## config.mk

```make
export PLATFORM = sky130hd
export DESIGN_NAME = axi4_m_r_mo
export DESIGN_NICKNAME = d
export VERILOG_FILES = /design/src/rtl/axi4_m_r_mo.sv
export SDC_FILE = /design/constraint.sdc
export NUM_CORES = 1
export LEC_CHECK = 0
export BUFFER_PORTS_ARGS = -buffer_cell sky130_fd_sc_hd__buf_2
export CAP_MARGIN = 10
export CORE_ASPECT_RATIO = 0.9
export CORE_MARGIN = 10
export CORE_UTILIZATION = 30
export CTS_CLUSTER_SIZE = 20
export DETAILED_ROUTE_END_ITERATION = 10
export PLACE_DENSITY_LB_ADDON = 0.25
export SYNTH_ARGS = -nofsm -noshare
export SYNTH_HDL_FRONTEND = slang
export SYNTH_SLANG_ARGS = --single-unit
```

## constraint.sdc

```tcl
create_clock -name i_clk -period 7.75 [get_ports i_clk]
set_clock_uncertainty 0.05 [all_clocks]
set_input_delay 1.1625 -clock i_clk [delete_from_list [all_inputs] [get_ports i_clk]]
set_output_delay 1.1625 -clock i_clk [all_outputs]
set_load 0.02 [all_outputs]
```

## src/rtl/axi4_m_r_mo.sv

```systemverilog
// AXI4 read master: queues requests, tracks up to NOUT outstanding IDs, splits bursts at
// 4KB boundaries and returns R beats through a one-entry completion stage.
module axi4_m_r_mo #(
  parameter int TAGW = 3,
  parameter int ADRW = 32,
  parameter int DATW = 256,
  parameter int NOUT = 4,
  parameter int REQD = 4
) (
  input  logic                  i_clk,
  input  logic                  i_rst_n,
  input  logic [ADRW-1:0]       req_addr,
  input  logic [7:0]            req_len,
  input  logic [2:0]            req_size,
  input  logic [TAGW-1:0]       req_tag,
  input  logic                  req_valid,
  output logic                  req_ready,
  output logic [TAGW-1:0]       o_m_arid,
  output logic [ADRW-1:0]       o_m_araddr,
  output logic [7:0]            o_m_arlen,
  output logic [2:0]            o_m_arsize,
  output logic [1:0]            o_m_arburst,
  output logic                  o_m_arlock,
  output logic [3:0]            o_m_arcache,
  output logic [2:0]            o_m_arprot,
  output logic [3:0]            o_m_arregion,
  output logic                  o_m_arvalid,
  input  logic                  i_m_arready,
  input  logic [TAGW-1:0]       i_m_rid,
  input  logic [DATW-1:0]       i_m_rdata,
  input  logic [1:0]            i_m_rresp,
  input  logic                  i_m_rlast,
  input  logic                  i_m_rvalid,
  output logic                  o_m_rready,
  output logic                  cpl_valid,
  input  logic                  cpl_ready,
  output logic [TAGW-1:0]       cpl_tag,
  output logic [DATW-1:0]       cpl_data,
  output logic [1:0]            cpl_resp,
  output logic                  cpl_last,
  output logic [$clog2(NOUT):0] o_outstanding,
  output logic [7:0]            o_unexp_cnt
);

  localparam int STBW  = DATW / 8;
  localparam int MAXSZ = $clog2(STBW);
  localparam int PW    = (REQD > 1) ? $clog2(REQD) : 1;
  localparam int CW    = $clog2(REQD) + 1;
  localparam int SW    = (NOUT > 1) ? $clog2(NOUT) : 1;
  localparam int OCW   = $clog2(NOUT) + 1;

  typedef enum logic [1:0] {AR_IDLE, AR_ONE, AR_TWO} ar_state_t;

  logic [ADRW-1:0] fifo_addr_r [REQD];
  logic [7:0]      fifo_len_r  [REQD];
  logic [2:0]      fifo_size_r [REQD];
  logic [TAGW-1:0] fifo_tag_r  [REQD];
  logic [PW-1:0]   wr_ptr_r, rd_ptr_r;
  logic [CW-1:0]   cnt_r, cnt_nxt_s;
  logic            req_ready_r, rdy_en_r;
  logic            push_s, pop_s, pop_ar_s, pop_err_s, fifo_ne_s;

  logic [ADRW-1:0] head_addr_s, end_s, len_p1_s, addr2_s;
  logic [7:0]      head_len_s, len1_s, len2_s;
  logic [2:0]      head_size_s;
  logic [TAGW-1:0] head_tag_s;
  logic [12:0]     room_s;
  logic            cross_s, size_bad_s;

  ar_state_t       state_r, state_s;
  logic            arvalid_r, split_r;
  logic [TAGW-1:0] arid_r;
  logic [ADRW-1:0] araddr_r, addr2_r;
  logic [7:0]      arlen_r, len2_r;
  logic [2:0]      arsize_r;

  logic [NOUT-1:0] busy_r;
  logic [TAGW-1:0] slot_tag_r    [NOUT];
  logic [1:0]      slot_pieces_r [NOUT];
  logic [SW-1:0]   free_slot_s, rid_idx_s;
  logic            free_found_s, rid_in_s, rid_busy_s, last_piece_s;
  logic            r_acc_s, hit_s, unexp_s, slot_free_s, cpl_free_s;

  logic            cpl_valid_r, cpl_last_r;
  logic [TAGW-1:0] cpl_tag_r;
  logic [DATW-1:0] cpl_data_r;
  logic [1:0]      cpl_resp_r;
  logic [OCW-1:0]  out_cnt_r;
  logic [7:0]      unexp_cnt_r;

  assign push_s      = req_valid && req_ready_r;
  assign pop_s       = pop_ar_s || pop_err_s;
  assign fifo_ne_s   = (cnt_r != '0);
  assign cnt_nxt_s   = cnt_r + CW'(push_s) - CW'(pop_s);
  assign head_addr_s = fifo_addr_r[rd_ptr_r];
  assign head_len_s  = fifo_len_r[rd_ptr_r];
  assign head_size_s = fifo_size_r[rd_ptr_r];
  assign head_tag_s  = fifo_tag_r[rd_ptr_r];

  // Burst geometry of the FIFO head: end address, 4KB crossing and the two split pieces.
  assign len_p1_s   = ADRW'(head_len_s) + ADRW'(1);
  assign end_s      = head_addr_s + (len_p1_s << head_size_s) - ADRW'(1);
  assign cross_s    = (end_s[ADRW-1:12] != head_addr_s[ADRW-1:12]);
  assign room_s     = 13'd4096 - {1'b0, head_addr_s[11:0]};
  assign len1_s     = 8'((room_s >> head_size_s) - 13'd1);
  assign len2_s     = head_len_s - len1_s - 8'd1;
  assign addr2_s    = {head_addr_s[ADRW-1:12] + (ADRW-12)'(1), 12'h000};
  assign size_bad_s = (head_size_s > 3'(MAXSZ));

  assign cpl_free_s   = !cpl_valid_r || cpl_ready;
  assign o_m_rready   = rdy_en_r && cpl_free_s;
  assign r_acc_s      = i_m_rvalid && o_m_rready;
  assign rid_in_s     = (32'(i_m_rid) < 32'(NOUT));
  assign rid_idx_s    = SW'(i_m_rid);
  assign rid_busy_s   = rid_in_s && busy_r[rid_idx_s];
  assign last_piece_s = (slot_pieces_r[rid_idx_s] == 2'd1);
  assign hit_s        = r_acc_s && rid_busy_s;
  assign unexp_s      = r_acc_s && !rid_busy_s;
  assign slot_free_s  = hit_s && i_m_rlast && last_piece_s;

  // Lowest-numbered free slot; a slot freed this cycle is still busy here.
  always_comb begin
    free_slot_s  = '0;
    free_found_s = |(~busy_r);
    for (int i = NOUT - 1; i >= 0; i--) begin
      free_slot_s = busy_r[i] ? free_slot_s : SW'(i);
    end
  end

  // AR sequencing and FIFO pop decisions; oversized requests bypass AR via the completion stage.
  always_comb begin
    state_s   = state_r;
    pop_ar_s  = 1'b0;
    pop_err_s = 1'b0;
    case (state_r)
      AR_IDLE: begin
        if (fifo_ne_s && size_bad_s) begin
          pop_err_s = cpl_free_s && !i_m_rvalid;
        end else if (fifo_ne_s && free_found_s) begin
          pop_ar_s = 1'b1;
          state_s  = AR_ONE;
        end else begin
          state_s = AR_IDLE;
        end
      end
      AR_ONE: begin
        if (i_m_arready) begin
          state_s = split_r ? AR_TWO : AR_IDLE;
        end else begin
          state_s = AR_ONE;
        end
      end
      AR_TWO: begin
        if (i_m_arready) begin
          state_s = AR_IDLE;
        end else begin
          state_s = AR_TWO;
        end
      end
      default: state_s = AR_IDLE;
    endcase
  end

  // Request FIFO storage; occupancy is tracked by the pointers, so no reset is needed.
  always_ff @(posedge i_clk) begin
    if (push_s) begin
      fifo_addr_r[wr_ptr_r] <= req_addr;
      fifo_len_r[wr_ptr_r]  <= req_len;
      fifo_size_r[wr_ptr_r] <= req_size;
      fifo_tag_r[wr_ptr_r]  <= req_tag;
    end
  end

  // FIFO pointers, occupancy and registered ready (held low until the first edge after reset).
  always_ff @(posedge i_clk or negedge i_rst_n) begin
    if (!i_rst_n) begin
      wr_ptr_r    <= '0;
      rd_ptr_r    <= '0;
      cnt_r       <= '0;
      req_ready_r <= 1'b0;
      rdy_en_r    <= 1'b0;
    end else begin
      if (push_s) wr_ptr_r <= (wr_ptr_r == PW'(REQD - 1)) ? '0 : wr_ptr_r + PW'(1);
      if (pop_s)  rd_ptr_r <= (rd_ptr_r == PW'(REQD - 1)) ? '0 : rd_ptr_r + PW'(1);
      cnt_r       <= cnt_nxt_s;
      req_ready_r <= (cnt_nxt_s != CW'(REQD));
      rdy_en_r    <= 1'b1;
    end
  end

  // AR state register.
  always_ff @(posedge i_clk or negedge i_rst_n) begin
    if (!i_rst_n) state_r <= AR_IDLE;
    else          state_r <= state_s;
  end

  // AR channel registers; the second piece of a split is staged at allocation time.
  always_ff @(posedge i_clk or negedge i_rst_n) begin
    if (!i_rst_n) begin
      arvalid_r <= 1'b0;
      split_r   <= 1'b0;
      arid_r    <= '0;
      araddr_r  <= '0;
      arlen_r   <= '0;
      arsize_r  <= '0;
      addr2_r   <= '0;
      len2_r    <= '0;
    end else if (pop_ar_s) begin
      arvalid_r <= 1'b1;
      split_r   <= cross_s;
      arid_r    <= TAGW'(free_slot_s);
      araddr_r  <= head_addr_s;
      arlen_r   <= cross_s ? len1_s : head_len_s;
      arsize_r  <= head_size_s;
      addr2_r   <= addr2_s;
      len2_r    <= len2_s;
    end else if (state_r == AR_ONE && i_m_arready && split_r) begin
      araddr_r <= addr2_r;
      arlen_r  <= len2_r;
    end else if (state_r != AR_IDLE && i_m_arready) begin
      arvalid_r <= 1'b0;
    end
  end

  // Slot table: allocate on AR pop, count down pieces on each rlast, free on the final one.
  always_ff @(posedge i_clk or negedge i_rst_n) begin
    if (!i_rst_n) begin
      busy_r <= '0;
      for (int i = 0; i < NOUT; i++) begin
        slot_tag_r[i]    <= '0;
        slot_pieces_r[i] <= 2'd0;
      end
    end else begin
      for (int i = 0; i < NOUT; i++) begin
        if (pop_ar_s && free_slot_s == SW'(i)) begin
          busy_r[i]        <= 1'b1;
          slot_tag_r[i]    <= head_tag_s;
          slot_pieces_r[i] <= cross_s ? 2'd2 : 2'd1;
        end else if (hit_s && i_m_rlast && rid_idx_s == SW'(i)) begin
          busy_r[i]        <= (slot_pieces_r[i] != 2'd1);
          slot_pieces_r[i] <= slot_pieces_r[i] - 2'd1;
        end
      end
    end
  end

  // Completion output stage; error completions only load when no R beat can compete.
  always_ff @(posedge i_clk or negedge i_rst_n) begin
    if (!i_rst_n) begin
      cpl_valid_r <= 1'b0;
      cpl_tag_r   <= '0;
      cpl_data_r  <= '0;
      cpl_resp_r  <= 2'b00;
      cpl_last_r  <= 1'b0;
    end else if (pop_err_s) begin
      cpl_valid_r <= 1'b1;
      cpl_tag_r   <= head_tag_s;
      cpl_data_r  <= '0;
      cpl_resp_r  <= 2'b10;
      cpl_last_r  <= 1'b1;
    end else if (hit_s) begin
      cpl_valid_r <= 1'b1;
      cpl_tag_r   <= slot_tag_r[rid_idx_s];
      cpl_data_r  <= i_m_rdata;
      cpl_resp_r  <= i_m_rresp;
      cpl_last_r  <= i_m_rlast && last_piece_s;
    end else if (cpl_ready) begin
      cpl_valid_r <= 1'b0;
    end
  end

  // Status counters.
  always_ff @(posedge i_clk or negedge i_rst_n) begin
    if (!i_rst_n) begin
      out_cnt_r   <= '0;
      unexp_cnt_r <= 8'd0;
    end else begin
      case ({pop_ar_s, slot_free_s})
        2'b10:   out_cnt_r <= out_cnt_r + OCW'(1);
        2'b01:   out_cnt_r <= out_cnt_r - OCW'(1);
        default: out_cnt_r <= out_cnt_r;
      endcase
      if (unexp_s && unexp_cnt_r != 8'hFF) unexp_cnt_r <= unexp_cnt_r + 8'd1;
    end
  end

  assign req_ready     = req_ready_r;
  assign o_m_arvalid   = arvalid_r;
  assign o_m_arid      = arid_r;
  assign o_m_araddr    = araddr_r;
  assign o_m_arlen     = arlen_r;
  assign o_m_arsize    = arsize_r;
  assign o_m_arburst   = 2'b01;
  assign o_m_arlock    = 1'b0;
  assign o_m_arcache   = 4'b0011;
  assign o_m_arprot    = 3'b000;
  assign o_m_arregion  = 4'b0000;
  assign cpl_valid     = cpl_valid_r;
  assign cpl_tag       = cpl_tag_r;
  assign cpl_data      = cpl_data_r;
  assign cpl_resp      = cpl_resp_r;
  assign cpl_last      = cpl_last_r;
  assign o_outstanding = out_cnt_r;
  assign o_unexp_cnt   = unexp_cnt_r;

endmodule

```

==> results of run 1 <==
synthesized netlist by cell type (all sizes together), types with 10 or more instances:
cell | count | area share [%]
edfxtp | 184 | 20
o21a | 16 | 0.44
a211oi | 10 | 0.27
dfrtp | 384 | 35
a21o | 15 | 0.41
nand4 | 20 | 0.46
nor3 | 38 | 0.71
nand2b | 10 | 0.23
clkbuf | 116 | 1.6
mux2i | 58 | 2.1
xnor2 | 55 | 1.8
and3 | 15 | 0.34
ha | 82 | 3.8
o21ai | 119 | 2.2
nand3 | 35 | 0.64
buf | 49 | 1.1
xor2 | 18 | 0.63
a21oi | 326 | 6.0
or3 | 11 | 0.25
nor2 | 72 | 0.99
mux4 | 51 | 4.2
o211ai | 13 | 0.36
inv | 100 | 1.4
nand2 | 680 | 9.3
mux2 | 25 | 1.0
nor4 | 11 | 0.30
routing by layer:
layer	up-vias	global-route usage [%]	part of all wire, %
li1	10382	-	-
met1	10552	24.82	44
met2	732	27.83	45
met3	176	4.947	7.0
met4	22	6.059	3.3
met5	-	0	0.14
worst max-delay path, delay by kind of cell (launching register included):
kind | cells | cell delay, ns
multiplexers | 1 | 0.69
flip-flops | 1 | 0.78
AO/OA/AOI/OAI | 10 | 2.92
XOR/XNOR | 4 | 0.99
buffers and inverters | 4 | 0.38
adder cells (fa/ha/maj) | 3 | 0.95
through the flow:
stage	total power (uW)	util, %	setup WS [ns]
after floorplan	12340	-	1.465
after global placement	15950	35.18	0.9319
after detailed placement	15900	35.18	0.9440
after CTS	19280	37.72	0.8989
after global routing	20660	37.74	0.04065
final	19190	37.75	0.8811
final cells by class:
class                           count  area share, %
Antenna cell                       11        0.08108
Timing Repair Buffer              657          10.03
Inverter                          100          1.106
Sequential cell                   568          44.60
Clock buffer                       87          5.462
Multi-Input combinational cell   1827          32.96
Clock inverter                     32          1.279
Tap cell                         1219          4.493
flip-flops by register name (all words and copies together) (netlist names), 2 cells and up:
register / cells
o_m_arlen: 8
cpl_tag: 3
fifo_size_r: 12
fifo_len_r: 32
busy_r: 4
fifo_tag_r: 12
cpl_data: 256
len2_r: 8
o_m_arid: 2
state_r: 2
o_unexp_cnt: 8
o_m_arsize: 3
o_outstanding: 3
addr2_r: 20
fifo_addr_r: 128
slot_pieces_r: 8
cpl_resp: 2
rd_ptr_r: 2
slot_tag_r: 12
cnt_r: 3
wr_ptr_r: 2
o_m_araddr: 32
final timing paths:
check | start | endpoint | slack (ns) | cells after the start
setup reg to reg | rd_ptr_r[0] | len2_r[7] | 0.88 | 22
min in group asynchronous | i_rst_n | addr2_r[31] | 0.47 | 1
setup / recovery | rd_ptr_r[0] | len2_r[7] | 0.88 | 22
max in group asynchronous | i_rst_n | cpl_data[37] | 5.71 | 2
hold reg to reg | o_outstanding[2] | o_outstanding[2] | 0.42 | 1
hold / removal | o_outstanding[2] | o_outstanding[2] | 0.42 | 1
power breakdown:
| group | switching [uW] | leakage (uW) | internal [uW] | total [uW] |
|---|---|---|---|---|
| logic | 7180 | 0.00764 | 3800 | 11000 |
| clock network | 1320 | 0.00110 | 1970 | 3290 |
| registers | 637 | 0.00655 | 4270 | 4910 |
cells by family after synthesis:
| group | count (synthesis) | share of synthesized area, % |
|---|---|---|
| simple gates | 931 | 14.34 |
| compound gates | 587 | 12.34 |
| flops | 568 | 55.34 |
| buf+inv | 265 | 4.086 |
| mux | 134 | 7.352 |
| fa+ha+maj | 85 | 3.971 |
| xor+xnor | 74 | 2.544 |
| other cells | 2 | 0.02746 |
==> impl_metrics.ini, run 1 <==
[place]
io_buffers = 635
dpl.hpwl_microns = 75190
detailed_place.area_sq_um = 31630
dp_cells = 4371
gp_congestion = 0.9034

[detailed_routing]
wirelength_microns = 99950
drc = 0
drt_iter0_markers = 1866
wire_per_inst_microns = 22.21
vias_per_cell = 4.858
num_vias = 21864
drt_first_pass_iters = 5
ant_nets = 0

[clock_tree]
cts.repair.resized = 0
cts_setup_buffers = 0
cts_sinks = 568
cts-root-buf = clkbuf_16
htreeDepth = 3
path_clk_slew_ns = 0.06
ctsLongestPathBuffers = 3
clock_latency_ns = 0.62
hold_buffers = 0
cts_buffers = 67
tritoncts = built

[setup_path]
cpMostUsedCell = inv_1
crit_required_ns = 8.22
crit_path_end_kind = flop
slowest_stage = a2111oi_0
crit_chain = mux4_2 -> inv_1 -> ha_1 -> inv_1 -> a2111oi_0 -> o211ai_1 -> xnor2_1 -> a211oi_1 -> o31ai_1 -> inv_1 -> ha_1 -> xnor2_1 -> inv_1 -> ha_1 -> a21oi_1 -> o21bai_1 -> a21oi_1 -> o21bai_1 -> a21oi_1 -> xor2_1 -> xnor3_1 -> o21ai_1
critical_path_arrival_ns = 7.34
cpPeakStageDelay_ns = 0.87
start_kind = flop
criticalPathCategory = flop to flop
critPathMaxFanout = 32

[logic_synthesis]
ys_seq_area_share_pct = 55.34
synth.distinct_cells = 84
yosys_warnings = 0
synth-edff-count = 184
syn_area_per_cell_sq_um = 10.34
ys_ff_latch = 568
netlist_area_sq_um = 27350
ys.flop_type = dfrtp_1
postSynthCellCount = 2646
synth_async_sr_flop_share_pct = 67.61

[grt]
grt_pass1_vias = 20966
antenna_found_initial = 32
grt_pass1_wl_microns = 144800
grt_overflow = 0
grt_start_max_net_pins = 183
track_usage_pct = 18.23

[sta]
final-hold-violation-count = 0
fin_crit_sh_pct = 88.63
setup_viol = 0
fmax_mhz = 145.6
slew-limit-headroom_pct = 23.23
period_needed_ns = 6.869
holdWs_ns = 0.4172
worstMarginPinSlew_ns = 1.152
drv_slew = 0
tns_ns = 0
rsz0062_at_grt = false

[final_layout]
final_nets = 3620
final_common_cell = nand2_1
final_cell_mix = nand2_1, buf_2, dfrtp_1
drive_above_1_share_pct = 26.63
stdcell_count = 4501
nFillCells = 9156
final_area_sq_um = 33950
regArea_sq_um = 15140
multi_input_area_sq_um = 11190
areaGrowthSynthToFinish_pct = 24.13

[floorplanning]
rows = 104
die_area_sq_um = 103700
io_pins = 651
initial_core_util_pct = 30.41
die_width_microns = 338.3
core_sq_um = 89920
die_h_microns = 306.4

[run]
max_cap_violations = 0

[power_and_ir_drop]
ir_drop_uv = 338.1
p_per_area_nw_per_um2 = 565.2
leakagePower_uw = 0.01530

[worst_hold_path]
hp-class = flop to flop

[status]
status = complete, no violations
Note: power is estimated with default switching activity, not from simulation.
==> inputs of run 2 (changes only) <==
==> constraint.sdc (replaced) <==
create_clock -name i_clk -period 7.75 [get_ports i_clk]
set_clock_uncertainty 0.05 [all_clocks]
set_input_delay 0.775 -clock i_clk [delete_from_list [all_inputs] [get_ports i_clk]]
set_output_delay 0.775 -clock i_clk [all_outputs]
set_load 0.02 [all_outputs]
==> run 2 against run 1 <==
Clock power is 4% higher. Global-route usage rose by 0.11 points. Largest cell class unchanged. Register-to-register slack got worse by 0.02 ns. Count of clock-buffer cells in the layout unchanged. Largest power group unchanged. Highest routed layer unchanged. Worst hold slack got worse by 0.32 ns. Utilization increased by 0.098 points.
==> impl_metrics.ini, run 2 (synthesis results as in run 1) <==
[status]
status = complete, no violations

[run]
max_cap_violations = 0

[setup_path]
critPathMaxFanout = 32
slowest_stage = a2111oi_0
critical_path_arrival_ns = 7.35
start_kind = flop
critPathTopFamily = compound AO/OA/AOI/OAI gates
cp_num_buf_inv = 4
crit_required_ns = 8.21
cpPeakStageDelay_ns = 0.86
crit_path_end_kind = flop
cpMostUsedCell = inv_1
r2r_slack_ns = 0.86
criticalPathCategory = flop to flop
crit_chain = mux4_2 -> inv_1 -> ha_1 -> inv_1 -> a2111oi_0 -> o211ai_1 -> xnor2_1 -> a211oi_1 -> o31ai_1 -> inv_1 -> ha_1 -> xnor2_1 -> inv_1 -> ha_1 -> a21oi_1 -> o21bai_1 -> a21oi_1 -> o21bai_1 -> a21oi_1 -> xor2_1 -> xnor3_1 -> o21ai_1

[final_layout]
final_area_sq_um = 34040
largest_reg_flops = 256
areaGrowthSynthToFinish_pct = 24.45
final_common_cell = nand2_1
stdcell_count = 4502
final_cell_mix = nand2_1, buf_2, dfrtp_1
nFillCells = 9088
final_nets = 3620
drive_above_1_share_pct = 26.58

[detailed_routing]
vias_per_cell = 4.875
drc = 0
drt_iter0_markers = 2061
wire_per_inst_microns = 22.26
ant_nets = 0
drt_first_pass_iters = 6
num_vias = 21946
wirelength_microns = 100200

[place]
detailed_place.area_sq_um = 31620
gp_congestion = 0.9029
io_buffers = 635
dpl.hpwl_microns = 75080
dp_cells = 4370

[floorplanning]
core_sq_um = 89920
initial_core_util_pct = 30.41
die_h_microns = 306.4
rows = 104
die_width_microns = 338.3
die_area_sq_um = 103700
io_pins = 651

[clock_tree]
clock_latency_ns = 0.61
ctsLongestPathBuffers = 3
cts.repair.resized = 0
hold_buffers = 0
cts-root-buf = clkbuf_16
htreeDepth = 3
cts_setup_buffers = 0
path_clk_slew_ns = 0.06
tritoncts = built
cts_sinks = 568
cts_buffers = 68

[power_and_ir_drop]
p_total_uw = 19330
leakagePower_uw = 0.01534
ir_drop_uv = 330.2
p_per_area_nw_per_um2 = 567.9

[sta]
slew-limit-headroom_pct = 24.01
period_needed_ns = 6.887
worstMarginPinSlew_ns = 1.140
final-hold-violation-count = 0
fmax_mhz = 145.2
holdWs_ns = 0.09686
drv_slew = 0
fin_crit_sh_pct = 88.87
rsz0062_at_grt = false
tns_ns = 0
setup_viol = 0

[worst_hold_path]
hp-class = input pin to async pin

[grt]
track_usage_pct = 18.34
grt_overflow = 0
antenna_found_initial = 27
grt_pass1_vias = 21121
grt_pass1_wl_microns = 146000
grt_start_max_net_pins = 190
run 2: cell count changes in the layout (fill, tap and decap cells not counted), sizes merged:
cell and change:
inv +4, bufinv +2, clkinvlp -2, buf -1, clkinv -1, diode -1
run 2: worst register-to-register path: stages (launching register included):
cell and delay, ns:
dfrtp_4 0.79, mux4_2 0.72, inv_1 0.15, ha_1 0.31
inv_1 0.06, a2111oi_0 0.86, o211ai_1 0.20, xnor2_1 0.33
a211oi_1 0.15, o31ai_1 0.67, inv_1 0.11, ha_1 0.28
xnor2_1 0.22, inv_1 0.07, ha_1 0.34, a21oi_1 0.27
o21bai_1 0.12, a21oi_1 0.24, o21bai_1 0.10, a21oi_1 0.19
xor2_1 0.18, xnor3_1 0.25, o21ai_1 0.12
run 2: area by class of cell:
type | instances | area, sq um | share of cell area, %
clock inverters | 35 | 479.2 | 1.408
well taps | 1219 | 1525 | 4.481
diodes | 10 | 25.02 | 0.07352
multi-input cells | 1827 | 11190 | 32.87
clock buffers | 87 | 1907 | 5.603
inverters | 100 | 375.4 | 1.103
repair buffers | 656 | 3396 | 9.977
flip-flops and latches | 568 | 15140 | 44.48
run 2: worst paths after layout:
path / start / depth (start not counted) / to
max in group asynchronous: i_rst_n / 2 / cpl_data[26]
worst min register to register: len2_r[2] / 2 / len2_r[2]
worst min-delay path: i_rst_n / 1 / addr2_r[27]
min in group i_clk: req_len[3] / 1 / fifo_len_r[3][3]
worst max register to register: rd_ptr_r[0] / 22 / len2_r[7]
worst max-delay path: rd_ptr_r[0] / 22 / len2_r[7]
run 2: power by group:
part / switching, uW / total (uW) / internal (uW)
Clock: 1340 / 3430 / 2090
Sequential: 643 / 4910 / 4270
Combinational: 7180 / 11000 / 3800
run 2: per-stage QoR:
stage	setup slack, ns	utilization (%)
finish	0.8630	37.85
global route	0.1264	37.84
CTS	0.9130	37.82
detailed placement	0.9545	35.17
global placement	0.9453	35.17
floorplan	1.465	-
run 2: per-layer routing:
layer	vias to the layer above	wire length [microns]	share of wire, %	GRT usage (%)
li1	10394	-	-	-
met3	135	6223	6.2	4.090
met5	-	100	0.10	0
met4	18	2199	2.2	4.621
met2	698	46390	46	28.70
met1	10701	45310	45	25.51
==> inputs of run 3 (changes only) <==
CORE_ASPECT_RATIO = not set   (was 0.9)
CTS_CLUSTER_DIAMETER = 100   (was not set)
==> run 3 against run 2 <==
Design area is 3.4% lower. Setup slack improved by 0.11 ns. Critical path depth rose by 2. Cell count decreased by 2.4%. First-iteration DRC count increased by 4.7%. Combinational power is essentially flat. Count of clock-buffer cells in the layout down 37. Sequential share of layout area increased by 1.6 points. Utilization down 1.4 points. Worst hold slack gained 0.031 ns.
==> impl_metrics.ini, run 3 (synthesis results as in run 1) <==
[status]
status = complete, no violations

[detailed_routing]
drt_first_pass_iters = 6
wirelength_microns = 101800
drc = 0
ant_nets = 0
vias_per_cell = 4.964
drt_iter0_markers = 2157
wire_per_inst_microns = 23.16
num_vias = 21818

[floorplanning]
die_width_microns = 321.9
io_pins = 651
core_sq_um = 90290
initial_core_util_pct = 30.29
die_h_microns = 321.9
die_area_sq_um = 103600
rows = 110

[power_and_ir_drop]
ir_drop_uv = 343.8
p_per_area_nw_per_um2 = 553.6
p_switching_uw = 9059
clockPowerShare_pct = 12.2
seqPwrFrac_pct = 26.9
leakagePower_uw = 0.01481
p_comb_share_pct = 60.9
switching_share_pct = 49.77
p_int_uw = 9143

[sta]
fin_crit_sh_pct = 87.48
worstMarginPinSlew_ns = 1.066
final-hold-violation-count = 0
setup_viol = 0
tns_ns = 0
slew-limit-headroom_pct = 28.42
rsz0062_at_grt = false
fmax_mhz = 147.5
drv_slew = 0
setup_slack_ns = 0.9702
period_needed_ns = 6.780

[clock_tree]
cts_setup_buffers = 0
tritoncts = built
hold_buffers = 0
ctsLongestPathBuffers = 3
clock_latency_ns = 0.59
cts_buffers = 40
cts.repair.resized = 0
cts_sinks = 568
cts-root-buf = clkbuf_16
htreeDepth = 2
path_clk_slew_ns = 0.08

[setup_path]
crit_required_ns = 8.18
start_kind = flop
critical_path_arrival_ns = 7.21
critPathMaxFanout = 24
criticalPathCategory = flop to flop
crit_path_end_kind = flop

[worst_hold_path]
hp-class = input pin to async pin

[grt]
track_usage_pct = 18.62
grt_pass1_wl_microns = 146900
grt_pass1_vias = 21079
antenna_found_initial = 21
grt_start_max_net_pins = 191
grt_overflow = 0

[final_layout]
areaGrowthSynthToFinish_pct = 20.23
largest_reg_flops = 256
stdcell_count = 4395
final_core_util_pct = 36.42
multi_input_area_sq_um = 11190
nFillCells = 9176
final_cell_mix = nand2_1, buf_2, dfrtp_1
final_common_cell = nand2_1
final_nets = 3592
regArea_sq_um = 15140
drive_above_1_share_pct = 25.51

[place]
dpl.hpwl_microns = 77700
dp_cells = 4327
io_buffers = 635
gp_congestion = 0.9269
place_ws_ns = 1.096

[run]
max_cap_violations = 0
## run 3: power by group through the flow
stage	Sequential [uW]	Clock (uW)	Combinational [uW]
6_report	4900	2220	11100
5_1_grt	5030	2410	12200
4_1_cts	4900	2310	11100
3_5_place_dp	4970	0	11000
3_3_place_gp	4930	0	11100
2_1_floorplan	5780	0	6560
## run 3: path summary, 6_finish.rpt
kind                       depth (start not counted)        startpoint          endpoint  slack, ns
min reg2reg                                        1  o_outstanding[2]  o_outstanding[2]       0.41
max reg2reg                                       24       rd_ptr_r[0]      o_m_arlen[3]       0.97
max                                               24       rd_ptr_r[0]      o_m_arlen[3]       0.97
min in group i_clk                                 3    i_m_rdata[221]     cpl_data[221]       0.34
max in group asynchronous                          2           i_rst_n     cpl_data[248]       6.04
min                                                1           i_rst_n     o_m_araddr[3]       0.13
## run 3: worst max-delay path, cell delays in order, from the launching register on
cell       delay, ns
dfrtp_4         0.72
mux4_2          0.70
ha_1            0.27
nand2_1         0.13
nor2_1          0.09
nand2_1         0.13
nor2_1          0.06
o21ai_0         0.17
o21ai_0         0.19
o21ai_0         0.26
nand2_1         0.07
o21ai_0         0.11
ha_1            0.18
inv_1           0.04
ha_1            0.31
a21oi_1         0.22
o21ai_0         0.17
a2111oi_1       0.80
o31ai_1         0.30
mux2_2          0.33
a21oi_1         0.15
nand4_1         0.16
nor4_2          0.63
a21oi_1         0.18
a22oi_1         0.23
## run 3: metrics by stage
stage	area (sq um)	power, uW	hold WS (ns)
floorplan	27400	12340	0.3918
global placement	31580	16040	0.4034
detailed placement	31580	15990	0.4043
CTS	32870	18280	0.1453
global route	32870	19630	0.1564
finish	32880	18200	0.1280
## run 3: layout make-up
cell class	count	share of cell area (%)
Inverter	100	1.142
Antenna cell	4	0.03044
Clock buffer	50	3.318
Clock inverter	14	0.5974
Timing Repair Buffer	656	10.37
Multi-Input combinational cell	1827	34.03
Tap cell	1176	4.475
Sequential cell	568	46.04
## run 3: per-layer routing
| metal | share of wire (%) | track usage [%] | vias to the layer above |
|---|---|---|---|
| met5 | 0.20 | 0 | - |
| met4 | 2.7 | 5.135 | 30 |
| met3 | 7.3 | 4.628 | 123 |
| met2 | 47 | 29.56 | 660 |
| met1 | 43 | 24.95 | 10701 |
| li1 | - | - | 10304 |
